[src/rtl/fsm_rr_arbiter.sv]
// Round-robin arbiter: grants one requester at a time, enforces a hold limit,
// and inserts a one-cycle cool-down between grants.
module fsm_rr_arbiter #(
  parameter int NREQ     = 4,
  parameter int IDW      = 2,
  parameter int MAX_HOLD = 8
) (
  input  logic            clock,
  input  logic            reset_n,
  input  logic [NREQ-1:0] req,
  input  logic [NREQ-1:0] done,
  output logic [NREQ-1:0] gnt,
  output logic [IDW-1:0]  gnt_id,
  output logic [1:0]      state,
  output logic            timeout
);

  typedef enum logic [1:0] {
    IDLE  = 2'b00,
    ARB   = 2'b01,
    GRANT = 2'b10,
    COOL  = 2'b11
  } state_t;

  localparam logic [7:0] HOLD_LAST = 8'(MAX_HOLD - 1);

  state_t          state_reg;
  logic [NREQ-1:0] gnt_reg;
  logic [IDW-1:0]  gnt_id_reg;
  logic [IDW-1:0]  ptr_reg;
  logic [7:0]      hold_cnt_reg;
  logic            timeout_reg;

  logic [IDW-1:0]  ptr_next;
  logic [NREQ-1:0] req_rot;
  logic [NREQ-1:0] pick_rot;
  logic [NREQ-1:0] seen;
  logic [NREQ-1:0] win_onehot;
  logic [IDW-1:0]  idx_acc [NREQ+1];
  logic [IDW-1:0]  win_idx;
  logic            rel_cond;

  // Rotate requests so bit 0 is the requester at ptr, pick the lowest set bit,
  // then rotate the pick back into requester order.
  assign req_rot    = NREQ'({req, req} >> ptr_reg);
  assign seen[0]    = 1'b0;
  assign win_onehot = NREQ'(({pick_rot, pick_rot} << ptr_reg) >> NREQ);
  assign idx_acc[0] = '0;
  assign win_idx    = idx_acc[NREQ];

  for (genvar gi = 0; gi < NREQ; gi++) begin : g_pick
    assign pick_rot[gi]  = req_rot[gi] & ~seen[gi];
    assign idx_acc[gi+1] = idx_acc[gi] | ({IDW{win_onehot[gi]}} & IDW'(gi));
    if (gi < NREQ - 1) begin : g_seen
      assign seen[gi+1] = seen[gi] | req_rot[gi];
    end
  end

  assign ptr_next = (gnt_id_reg == IDW'(NREQ - 1)) ? '0 : gnt_id_reg + 1'b1;
  // gnt is one-hot on gnt_id during GRANT, so masking by it selects the grantee's bits.
  assign rel_cond = (|(done & gnt_reg)) | ~(|(req & gnt_reg));

  always_ff @(posedge clock or negedge reset_n) begin
    if (!reset_n) begin
      state_reg    <= IDLE;
      gnt_reg      <= '0;
      gnt_id_reg   <= '0;
      ptr_reg      <= '0;
      hold_cnt_reg <= '0;
      timeout_reg  <= 1'b0;
    end else begin
      timeout_reg <= 1'b0;
      case (state_reg)
        IDLE: begin
          if (|req) state_reg <= ARB;
        end
        ARB: begin
          if (|req) begin
            gnt_reg      <= win_onehot;
            gnt_id_reg   <= win_idx;
            hold_cnt_reg <= '0;
            state_reg    <= GRANT;
          end else begin
            state_reg <= IDLE;
          end
        end
        GRANT: begin
          if (rel_cond) begin
            gnt_reg   <= '0;
            state_reg <= COOL;
          end else if (hold_cnt_reg == HOLD_LAST) begin
            gnt_reg     <= '0;
            timeout_reg <= 1'b1;
            state_reg   <= COOL;
          end else begin
            hold_cnt_reg <= hold_cnt_reg + 8'd1;
          end
        end
        COOL: begin
          ptr_reg   <= ptr_next;
          state_reg <= (|req) ? ARB : IDLE;
        end
        default: state_reg <= IDLE;
      endcase
    end
  end

  assign gnt     = gnt_reg;
  assign gnt_id  = gnt_id_reg;
  assign state   = state_reg;
  assign timeout = timeout_reg;

endmodule

[config.mk]
export PLATFORM = sky130hd
export DESIGN_NAME = fsm_rr_arbiter
export DESIGN_NICKNAME = d
export VERILOG_FILES = /design/src/rtl/fsm_rr_arbiter.sv
export SDC_FILE = /design/constraint.sdc
export NUM_CORES = 1
export LEC_CHECK = 0
export CELL_PAD_IN_SITES_DETAIL_PLACEMENT = 1
export CELL_PAD_IN_SITES_GLOBAL_PLACEMENT = 1
export CORE_UTILIZATION = 35
export CTS_CLUSTER_SIZE = 28
export DETAILED_ROUTE_END_ITERATION = 10
export PLACE_DENSITY_LB_ADDON = 0.1
export SLEW_MARGIN = 0
export SYNTH_ARGS = -nofsm -noshare
export SYNTH_HDL_FRONTEND = slang
export SYNTH_SLANG_ARGS = --single-unit
[constraint.sdc]
create_clock -name clock -period 1.9 [get_ports clock]
set_clock_uncertainty 0.15 [all_clocks]
set_input_delay 0.475 -clock clock [delete_from_list [all_inputs] [get_ports clock]]
set_output_delay 0.475 -clock clock [all_outputs]
set_load 0.05 [all_outputs]
; ---- Yosys cells after proc, flatten, opt, wreduce, memory -nomap -nowiden
; Cells that the tools add are included.
[op_classes]
addsub = 2
multipliers = 0
n_div = 0
order_cmp = 0
eq_ne = 10
shift = 2
muxes = 18
n_bitwise = 14
reduce_logical = 9
[ops]
columns = cell, count
row1 = 2-to-1 mux 8 bit, 3
row2 = case mux 8 bit (2 select lines), 1
row3 = 2-to-1 mux 4 bit, 3
row4 = OR reduction 4 bit, 3
row5 = 2-to-1 mux 2 bit, 5
row6 = adder 8 x 1 -> 8 bit (second input constant), 1
row7 = bitwise AND 4 bit, 2
row8 = == test 8 x 3 -> 1 bit (second input constant), 1
row9 = != test 2 bit (second input constant), 4
row10 = case mux 2 bit (4 select lines), 1
row11 = case mux 4 bit (2 select lines), 1
row12 = << shifter 8 x 2 -> 8 bit, 1
row13 = right shift 8 x 2 -> 4 bit, 1
row14 = == test 2 bit (second input constant), 3
row15 = 2-to-1 mux 1 bit, 4
row16 = inverter 1 bit, 4
row17 = AND reduction 2 bit, 2
row18 = AND reduction 4 bit, 1
row19 = bitwise AND 1 bit, 3
row20 = != test 3 bit (second input constant), 1
row21 = OR 1 bit, 3
row22 = AND reduction 3 bit, 1
row23 = adder 2 x 1 -> 2 bit (second input constant), 1
row24 = == test 2 x 1 -> 1 bit (second input constant), 1
row25 = other kinds (4), 4
[word_totals]
reg_bits = 19
latchBits = 0
mem_bits_rw = 0
rom_bits = 0
inputBits = 10
elab_cells = 61
memories = 0

; ---- Depth between registers and ports, before layout
; Gate-level depths: netlist of the first run.
[logic_depth]
word_depth = 8
ltp_mapped = 7
mapped_depth_nobuf = 6

; ---- Worst setup path after synthesis of the first run
; OpenSTA, ideal clock, no wires.
[synth_timing]
path_kind = register -> register
start = register (tool-made name)
end = register hold_cnt_reg[6]
setup_time_ps = 80
arrival_ps = 2081
slack_ps = -411
path_stages_with_launch = 6
cell_sequence = dfrtp_1 and2b_1 o2111ai_4 or3b_4 or4_1 a21oi_1
[synth_lines]
columns = item, line_no
row1 = "end signal, assigned", 96  ; hold_cnt_reg <= hold_cnt_reg + 8'd1;
row2 = "end, declared", 31  ; logic [7:0] hold_cnt_reg;

; ---- Worst setup path in the final report of the first run
[layout_timing]
start = register state_reg[0] (netlist: state[0])
end = register hold_cnt_reg[6]
[layout_between]
elab_chain_cells = 3
[layout_lines]
columns = item, line_no
row1 = "start, declared", 27  ; state_t state_reg;
row2 = "start signal, assigned", 101  ; state_reg <= (|req) ? ARB : IDLE;
row3 = == test 2 bit or == test 2 x 1 -> 1 bit (tied branches), 73  ; case (state_reg)
row4 = != test 2 bit (no line) or nonzero test 2 bit (tied branches), n/a
row5 = AND reduction 4 bit (no line), n/a
; Several ways; a longest one is shown, not always the timed one.
; A chain may end at the register's enable or synchronous reset.

==> results of run 1 <==
-- layer usage --
| metal | vias to the layer above | part of all wire [%] | wire (microns) |
|---|---|---|---|
| met2 | 24 | 49 | 1610 |
| met1 | 523 | 46 | 1510 |
| met4 | 0 | 0.77 | 25 |
| li1 | 522 | - | - |
| met3 | 4 | 3.5 | 115 |
| met5 | - | 0 | 0 |
-- cell usage after synthesis, drive strengths merged (3+ instances only) --
master	instances	area, sq um
nand3	6	30.0
o31ai	3	22.5
a22o	3	36.3
nand2	11	41.3
o21ai	4	20.0
nor2	9	33.8
or4	3	22.5
o211ai	3	22.5
a21oi	5	25.0
inv	3	11.3
dfrtp	19	475
nor4	3	18.8
-- power groups by stage --
| stage | Sequential [mW] | Clock, mW | Combinational (mW) |
|---|---|---|---|
| finish | 0.659 | 0.211 | 1.56 |
| global placement | 0.654 | 0 | 1.41 |
| global route | 0.678 | 0.238 | 1.67 |
| detailed placement | 0.669 | 0 | 1.44 |
| floorplan | 0.918 | 0 | 0.431 |
| CTS | 0.667 | 0.223 | 1.52 |
-- timing repair --
| item | CTS | global route |
|---|---|---|
| gates resized for setup | 22 | 11 |
| hold endpoints to repair | 0 | 0 |
| setup endpoints to repair | 16 | 13 |
| pin swaps | 8 | 11 |
| buffers inserted | 5 | 5 |
-- layout by cell type, fill, tap and decap left out, types with 3 or more instances in the layout --
cell | Yosys | layout
dfrtp_2 | 0 | 6
o211ai_1 | 3 | 3
inv_1 | 3 | 3
o31ai_1 | 3 | 3
dfrtp_1 | 19 | 13
dlygate4sd2_1 | 0 | 7
buf_6 | 0 | 3
buf_4 | 0 | 36
a21oi_1 | 5 | 5
nand2_1 | 11 | 7
clkbuf_4 | 0 | 3
buf_12 | 0 | 9
nand3_2 | 0 | 4
nor2_1 | 9 | 9
-- final cells by class --
cell class,count,area (sq um),share of cell area (%)
tap,31,38.8,2.19
clock inverter,1,5.00,0.283
multi-input combinational,81,641,36.2
inverter,3,11.3,0.636
sequential,19,483,27.3
timing repair buffer,57,568,32.1
clock buffer,3,22.5,1.27
-- logic make-up after synthesis --
family	count (synthesis)	synth area share, %
AO/OA/AOI/OAI	31	24.3
flip-flops	19	45.4
buffers and inverters	6	2.39
AND/OR/NAND/NOR	44	22.0
adder cells (fa/ha/maj)	2	2.39
multiplexers	1	1.08
XOR/XNOR	3	2.51
-- worst max-delay path, delay by kind of cell (launching register included) --
kind	cells	cell delay, ns
AND/OR/NAND/NOR	3	1.10
flip-flops	1	0.42
AO/OA/AOI/OAI	2	0.27
-- worst max-delay path by stage --
| stage | startpoint | endpoint | cells past startpoint |
|---|---|---|---|
| 2_1_floorplan | req[2] | gnt[3] | 7 |
| 3_3_place_gp | req[2] | gnt[0] | 7 |
| 3_5_place_dp | req[2] | gnt[0] | 7 |
| 4_1_cts | hold_cnt_reg[4] | gnt[0] | 6 |
| 5_1_grt | hold_cnt_reg[5] | gnt[0] | 6 |
| 6_report | state[0] | hold_cnt_reg[6] | 5 |
-- through the flow --
step                area (sq um)  hold slack [ns]
detailed placement          1560            0.391
CTS                         1690            0.341
floorplan                   1060           0.0294
global placement            1560            0.375
finish                      1770            0.353
global route                1770            0.351
==> flow_summary.json, run 1 <==
{
  "stdcell_count": 195,
  "antenna_found_initial": 0,
  "fp.dieW_microns": 56.7,
  "cts_tree": "yes",
  "grt_usage_pct": 22.1,
  "root_buffer": "clkbuf_4",
  "pin_count": 19,
  "netlist_area_sq_um": 1050,
  "ys.flop_type": "dfrtp_1",
  "r2r_slack_ns": -0.09,
  "relSlewSlack_pct": 75.2,
  "reg2regPathDepth": 5,
  "place_congestion": 0.813,
  "die_y_microns": 56.7,
  "grt_pass1_wl_microns": 5430,
  "antenna_cells": 0,
  "violations": "design-rule violations, negative setup slack",
  "fin_crit_ns": 1.99,
  "status": "finished with violations",
  "cts_buffers": 3,
  "synth_edf_count": 0,
  "crit_path_max_incr_delay_ns": 0.43,
  "finalCritPeriodShare_pct": 105,
  "dp.cells": 181,
  "syn_nets": 118,
  "busiest_layer": "met2",
  "largest_register_ffs": 8,
  "cts.sinks": 19,
  "fill_cells": 299,
  "use_met1_pct": 28.8,
  "switching_share_pct": 43.0,
  "cp.arrival_ns": 2.08,
  "grt_max_degree": 20,
  "yosysUniqueCellTypes": 40,
  "pre_cts_slack_ns": -0.565,
  "first_pass_iters": 7,
  "drv_cap": 0,
  "hold_violations": 0,
  "hold_path_class": "in2async",
  "ys_warn_count": 0,
  "clockPowerShare_pct": 8.7,
  "met2_usage_pct": 38.1,
  "grt_overflow": 0,
  "critical_path.slowest_cell": "or4_1",
  "async_flop_share_pct": 100,
  "drt-initial-drc-count": 21,
  "cp_data_required_time_ns": 1.99,
  "io_buffers": 18,
  "finalWorstSetupSlack_ns": -0.0897,
  "cell_internal_pwr_mw": 1.39,
  "clk_latency_ns": 0.30,
  "synth_cells": 106,
  "worst_slew_pin_slew_ns": 0.371,
  "sequentialPowerShare_pct": 27.1,
  "avgSynthCellArea_sq_um": 9.88,
  "die-area_sq_um": 3210,
  "ys_seq_elements": 19,
  "ctsHoldBuffers": 0,
  "setup_tns_ns": -0.326,
  "num_rows": 19,
  "drcViolationCount": 6,
  "power_density_nw_per_um2": 1380,
  "power_switching_mw": 1.05,
  "r2r-end": "hold_cnt_reg[6]",
  "path_clk_slew_ns": 0.12,
  "core_sq_um": 2810,
  "grt.met3_usage_pct": 2.76,
  "nets": 177,
  "place_hpwl_microns": 2330,
  "setup_viol": 7,
  "crit_path_end_kind": "register",
  "timing.rr.start": "state[0]",
  "p_leak_nw": 0.824,
  "drt-total-wl_microns": 3260,
  "startpoint_type": "register",
  "crit_type": "reg2reg",
  "timing.fmax_mhz": 503,
  "vias": 1073,
  "grt_pass1_vias": 1140,
  "fin_total_pwr_mw": 2.43,
  "initial_core_util_pct": 37.3,
  "clock_path_buffers": 2,
  "crit_path_cell_trace": "and2b_2 > o2111ai_4 > or3b_4 > or4_1 > a21oi_1",
  "worst_ir_drop_vdd_uv": 1130,
  "area_growth_pct": 68.9,
  "critPathMaxFanout": 4,
  "ys_seq_area_share_pct": 45.4,
  "via_per_inst": 5.50,
  "ant_nets": 0,
  "grt_setup_unrepaired": "yes",
  "wl_per_cell_microns": 16.7,
  "cts_max_level": 1,
  "maxSlewViolCount": 0,
  "power_frac_comb_pct": 64.2,
  "final_util_pct": 63.1,
  "drive_above_1_share_pct": 50.0
}
No activity file was read; power rests on OpenSTA's default activity.
==> inputs of run 2 (changes only) <==
==> config.mk (replaced) <==
export PLATFORM = sky130hd
export DESIGN_NAME = fsm_rr_arbiter
export DESIGN_NICKNAME = d
export VERILOG_FILES = /design/src/rtl/fsm_rr_arbiter.sv
export SDC_FILE = /design/constraint.sdc
export NUM_CORES = 1
export LEC_CHECK = 0
export CORE_UTILIZATION = 46
export CTS_CLUSTER_SIZE = 28
export DETAILED_ROUTE_END_ITERATION = 10
export PLACE_DENSITY = 0.74
export SLEW_MARGIN = 0
export SYNTH_ARGS = -nofsm -noshare
export SYNTH_HDL_FRONTEND = slang
export SYNTH_SLANG_ARGS = --single-unit
==> run 2 against run 1 <==
The run ends with negative setup slack left. Critical endpoint is now hold_cnt_reg[4]. Hold slack worse by 0.0098 ns. Utilization grew 25 points. Wire length up 18%. Final cell count down 3.1%. Fmax shrank 2.3%. Largest cell class unchanged.
==> flow_summary.json, run 2 (same netlist as run 1, synthesis figures left out) <==
{
  "num_rows": 16,
  "place_congestion": 0.881,
  "core_sq_um": 2040,
  "setup_viol": 7,
  "wl_met1_microns": 1550,
  "sequentialPowerShare_pct": 27.4,
  "startpoint_type": "register",
  "fin_crit_ns": 2.04,
  "crit_path_cell_trace": "and2b_2 > o2111ai_4 > or3b_4 > buf_6 > o211ai_1 > o31ai_2",
  "multi_input_area_sq_um": 687,
  "setup_tns_ns": -0.582,
  "top_layer": "met4",
  "ant_nets": 0,
  "crit_type": "reg2reg",
  "grt_pass1_vias": 1176,
  "cts_buffers": 3,
  "grt_max_degree": 20,
  "mostFrequentLayoutCell": "buf_4",
  "switching_share_pct": 44.7,
  "place_hpwl_microns": 2080,
  "fin_total_pwr_mw": 2.49,
  "crit_path_end_kind": "register",
  "nets": 175,
  "violations": "negative setup slack",
  "via_per_inst": 6.29,
  "grt_usage_pct": 30.7,
  "layout_common_cells": "buf_4, dfrtp_1, nor2_1, dlygate4sd2_1, buf_12",
  "root_buffer": "clkbuf_4",
  "hold_path_class": "in2async",
  "drt-total-wl_microns": 3840,
  "relSlewSlack_pct": 69.3,
  "cp.arrival_ns": 2.07,
  "critical_path.slowest_cell": "or3b_4",
  "place_area_sq_um": 1540,
  "largest_register_ffs": 8,
  "power_density_nw_per_um2": 1390,
  "finalCritPeriodShare_pct": 107,
  "antenna_found_initial": 0,
  "dp.cells": 174,
  "worst_ir_drop_vdd_uv": 1340,
  "power_switching_mw": 1.11,
  "critPathMaxFanout": 6,
  "stdcell_count": 189,
  "die-area_sq_um": 2470,
  "cts_tree": "yes",
  "pin_count": 19,
  "drive_above_1_share_pct": 53.1,
  "met2_length_microns": 1800,
  "finalWorstSetupSlack_ns": -0.136,
  "status": "finished with violations",
  "antenna_cells": 0,
  "final_util_pct": 87.6,
  "cts_max_level": 1,
  "vias": 1189,
  "drcViolationCount": 0,
  "ctsHoldBuffers": 0,
  "clk_latency_ns": 0.30,
  "wl_per_cell_microns": 20.3,
  "maxSlewViolCount": 0,
  "crit_family": "simple AND/OR/NAND/NOR gates",
  "cts.sinks": 19,
  "drt-initial-drc-count": 73,
  "first_pass_iters": 4,
  "crit_path_max_incr_delay_ns": 0.44,
  "io_buffers": 18,
  "final_area_sq_um": 1790,
  "fill_cells": 73,
  "hold_violations": 0,
  "cell_internal_pwr_mw": 1.38,
  "ff_latch_area_sq_um": 483,
  "cp_data_required_time_ns": 1.93,
  "met3_length_microns": 368,
  "grt_pass1_wl_microns": 5610,
  "die_y_microns": 49.7,
  "path_buf_inv": 1,
  "timing.fmax_mhz": 491,
  "clock_path_buffers": 2,
  "grt_overflow": 0,
  "grt_setup_unrepaired": "yes",
  "area_growth_pct": 70.8,
  "power_frac_comb_pct": 64.2,
  "drv_cap": 0,
  "fp.dieW_microns": 49.7,
  "initial_core_util_pct": 51.3,
  "worst_slew_pin_slew_ns": 0.458,
  "path_clk_slew_ns": 0.11,
  "p_leak_nw": 0.796,
  "clockPowerShare_pct": 8.5
}
==> run 2: cell types whose count changed in the layout (fill, tap and decap cells not counted), moves of 2 or more <==
cell / delta
nor4_2: -2
o2bb2ai_2: +2
or4_4: +2
nor4_4: +2
buf_4: -4
buf_6: +3
or4_1: -2
o2bb2ai_1: -2
==> run 2: power by group through the flow <==
stage	clock [mW]	combinational [mW]	sequential (mW)
2_1_floorplan	0	0.431	0.918
3_3_place_gp	0	1.35	0.663
3_5_place_dp	0	1.39	0.672
4_1_cts	0.206	1.48	0.668
5_1_grt	0.233	1.67	0.694
6_report	0.210	1.59	0.681
==> run 2: worst paths after layout <==
path / to / depth (start not counted) / from / slack, ns
min in group clock: gnt[1] / 1 / gnt[1] / 0.42
worst max-delay path: hold_cnt_reg[4] / 6 / state[0] / -0.14
worst max register to register: hold_cnt_reg[4] / 6 / state[0] / -0.14
worst min register to register: gnt[1] / 1 / gnt[1] / 0.42
worst min-delay path: gnt[1] / 2 / reset_n / 0.34
max in group asynchronous: state[0] / 2 / reset_n / 1.02
==> run 2: per-stage QoR <==
step	worst slack, ns	hold WS (ns)
2_1_floorplan	-0.177	0.0294
3_3_place_gp	-0.511	0.390
3_5_place_dp	-0.541	0.396
4_1_cts	-0.0752	0.355
5_1_grt	-0.178	0.358
6_report	-0.136	0.344
==> run 2: timing repair <==
action	in CTS	in global routing
resized for setup	30	14
setup endpoints to repair	16	14
pin swaps	10	12
hold endpoints to repair	0	0
setup buffers	8	4
==> run 2: cell type report <==
type	instances	area share (%)
Inverter	3	0.629
Clock buffer	4	1.47
Timing Repair Buffer	55	30.6
Sequential cell	19	27.0
Tap cell	27	1.89
Multi-Input combinational cell	81	38.4
==> run 2: per-layer routing <==
layer | vias up | global-route usage (%)
li1 | 518 | -
met1 | 560 | 38.2
met2 | 94 | 52.7
met3 | 17 | 5.86
met4 | 0 | 10.0
met5 | - | 0
==> inputs of run 3 (changes only) <==
--- a/config.mk
+++ b/config.mk
@@ -8,6 +8,7 @@
 export CORE_UTILIZATION = 46
 export CTS_CLUSTER_SIZE = 28
 export DETAILED_ROUTE_END_ITERATION = 10
+export MAX_ROUTING_LAYER = met4
 export PLACE_DENSITY = 0.74
 export SLEW_MARGIN = 0
 export SYNTH_ARGS = -nofsm -noshare
==> constraint.sdc (replaced) <==
create_clock -name clock -period 1.82 [get_ports clock]
set_clock_uncertainty 0.15 [all_clocks]
set_input_delay 0.455 -clock clock [delete_from_list [all_inputs] [get_ports clock]]
set_output_delay 0.455 -clock clock [all_outputs]
set_load 0.05 [all_outputs]
==> run 3 against run 2 <==
The flow still finishes with violations (negative setup slack). Critical path depth did not move. Combinational power rose by 10%. Worst setup slack got worse by 0.065 ns. Wire length rose by 2.2%. First-iteration DRC count rose by 5.5%. Hold slack got worse by 0.028 ns. Critical path type unchanged.
==> flow_summary.json, run 3 (same netlist as run 1, synthesis figures left out) <==
{
  "die-area_sq_um": 2470,
  "clk_latency_ns": 0.31,
  "cp.arrival_ns": 2.06,
  "cts_buffers": 3,
  "fin_crit_ns": 2.02,
  "clock_path_buffers": 2,
  "place_congestion": 0.903,
  "initial_core_util_pct": 51.3,
  "first_pass_iters": 4,
  "cts_tree": "yes",
  "hold_path_class": "in2async",
  "pre_cts_slack_ns": -0.651,
  "crit_type": "reg2reg",
  "cell_internal_pwr_mw": 1.47,
  "setup_viol": 13,
  "switching_share_pct": 45.1,
  "grt_setup_unrepaired": "yes",
  "worst_ir_drop_vdd_uv": 1280,
  "pin_count": 19,
  "cts.sinks": 19,
  "layout_common_cells": "buf_4, dfrtp_1, nor2_1, buf_12, dlygate4sd2_1",
  "die_y_microns": 49.7,
  "antenna_found_initial": 0,
  "mostFrequentLayoutCell": "buf_4",
  "drt-total-wl_microns": 3930,
  "place_hpwl_microns": 2090,
  "drt-initial-drc-count": 77,
  "crit_path_end_kind": "register",
  "num_rows": 16,
  "grt_pass1_vias": 1127,
  "clockPowerShare_pct": 8.6,
  "violations": "negative setup slack",
  "antenna_cells": 0,
  "wl_per_cell_microns": 20.7,
  "finalCritPeriodShare_pct": 111,
  "startpoint_type": "register",
  "setup_tns_ns": -1.29,
  "grt_overflow": 0,
  "sequentialPowerShare_pct": 26.1,
  "whs_ns": 0.316,
  "drcViolationCount": 0,
  "power_switching_mw": 1.21,
  "p_leak_nw": 0.819,
  "maxSlewViolCount": 0,
  "path_clk_slew_ns": 0.12,
  "relSlewSlack_pct": 70.8,
  "grt_pass1_wl_microns": 5820,
  "core_sq_um": 2040,
  "area_growth_pct": 71.7,
  "drive_above_1_share_pct": 52.8,
  "cp_data_required_time_ns": 1.86,
  "worst_slew_pin_slew_ns": 0.435,
  "ant_nets": 0,
  "io_buffers": 18,
  "via_per_inst": 6.26,
  "finalWorstSetupSlack_ns": -0.201,
  "cts_max_level": 1,
  "root_buffer": "clkbuf_4",
  "hold_violations": 0,
  "timing.fmax_mhz": 495,
  "power_density_nw_per_um2": 1490,
  "final_util_pct": 88.1,
  "grt_usage_pct": 33.1,
  "nets": 176,
  "place_area_sq_um": 1560,
  "fp.dieW_microns": 49.7,
  "power_frac_comb_pct": 65.3,
  "status": "finished with violations",
  "largest_register_ffs": 8,
  "drv_cap": 0,
  "grt_max_degree": 20,
  "critPathMaxFanout": 7,
  "final_area_sq_um": 1800,
  "vias": 1189
}
## run 3: changes by cell type in the layout (fill, tap and decap cells not counted), sizes merged
cell,delta
buf,+1
clkbuf,-1
clkinv,+1
## run 3: final cells by class
| class | count | area [sq um] |
|---|---|---|
| inverter | 3 | 11.3 |
| clock buffer | 3 | 22.5 |
| fill | 93 | 244 |
| clock inverter | 1 | 5.00 |
| multi-input combinational | 81 | 678 |
| timing repair buffer | 56 | 564 |
| tap | 27 | 33.8 |
| sequential | 19 | 483 |
## run 3: critical path, stage by stage (launching register included)
cell and delay, ns:
dfrtp_1 0.40, or4_4 0.54, nor3_4 0.16, or3b_4 0.18, buf_6 0.14, nand2_4 0.08, a32o_1 0.24
## run 3: power groups by stage
stage	sequential [mW]	clock (mW)	combinational [mW]
finish	0.700	0.229	1.75
global route	0.714	0.252	1.85
CTS	0.687	0.216	1.57
detailed placement	0.685	0	1.46
global placement	0.674	0	1.43
floorplan	0.955	0	0.441
## run 3: per-stage QoR
step                power [mW]  instances
floorplan                 1.40        106
global placement          2.10        176
detailed placement        2.14        176
CTS                       2.48        185
global route              2.81        190
finish                    2.68        190
## run 3: path summary, 6_finish.rpt
path / slack (ns) / endpoint / cells past startpoint / start
max reg2reg: -0.20 / gnt[0] / 6 / hold_cnt_reg[4]
min in group clock: 0.44 / gnt[1] / 1 / gnt[1]
max in group asynchronous: 0.97 / state[0] / 2 / reset_n
max: -0.20 / gnt[0] / 6 / hold_cnt_reg[4]
min: 0.32 / hold_cnt_reg[6] / 2 / reset_n
min reg2reg: 0.44 / gnt[1] / 1 / gnt[1]
## run 3: repair_timing
item / in CTS / in global routing
setup buffers: 5 / 6
gates resized for setup: 31 / 13
setup endpoints to repair: 16 / 15
pin swaps: 11 / 16
hold buffers: 0 / 0
cloned: 0 / 0
## run 3: metal layers
| layer | GRT usage (%) | vias to the layer above | wire, microns |
|---|---|---|---|
| li1 | - | 517 | - |
| met1 | 40.5 | 582 | 1480 |
| met2 | 56.1 | 73 | 2020 |
| met3 | 5.56 | 17 | 299 |
| met4 | 9.05 | 0 | 124 |
| met5 | - | - | 0 |
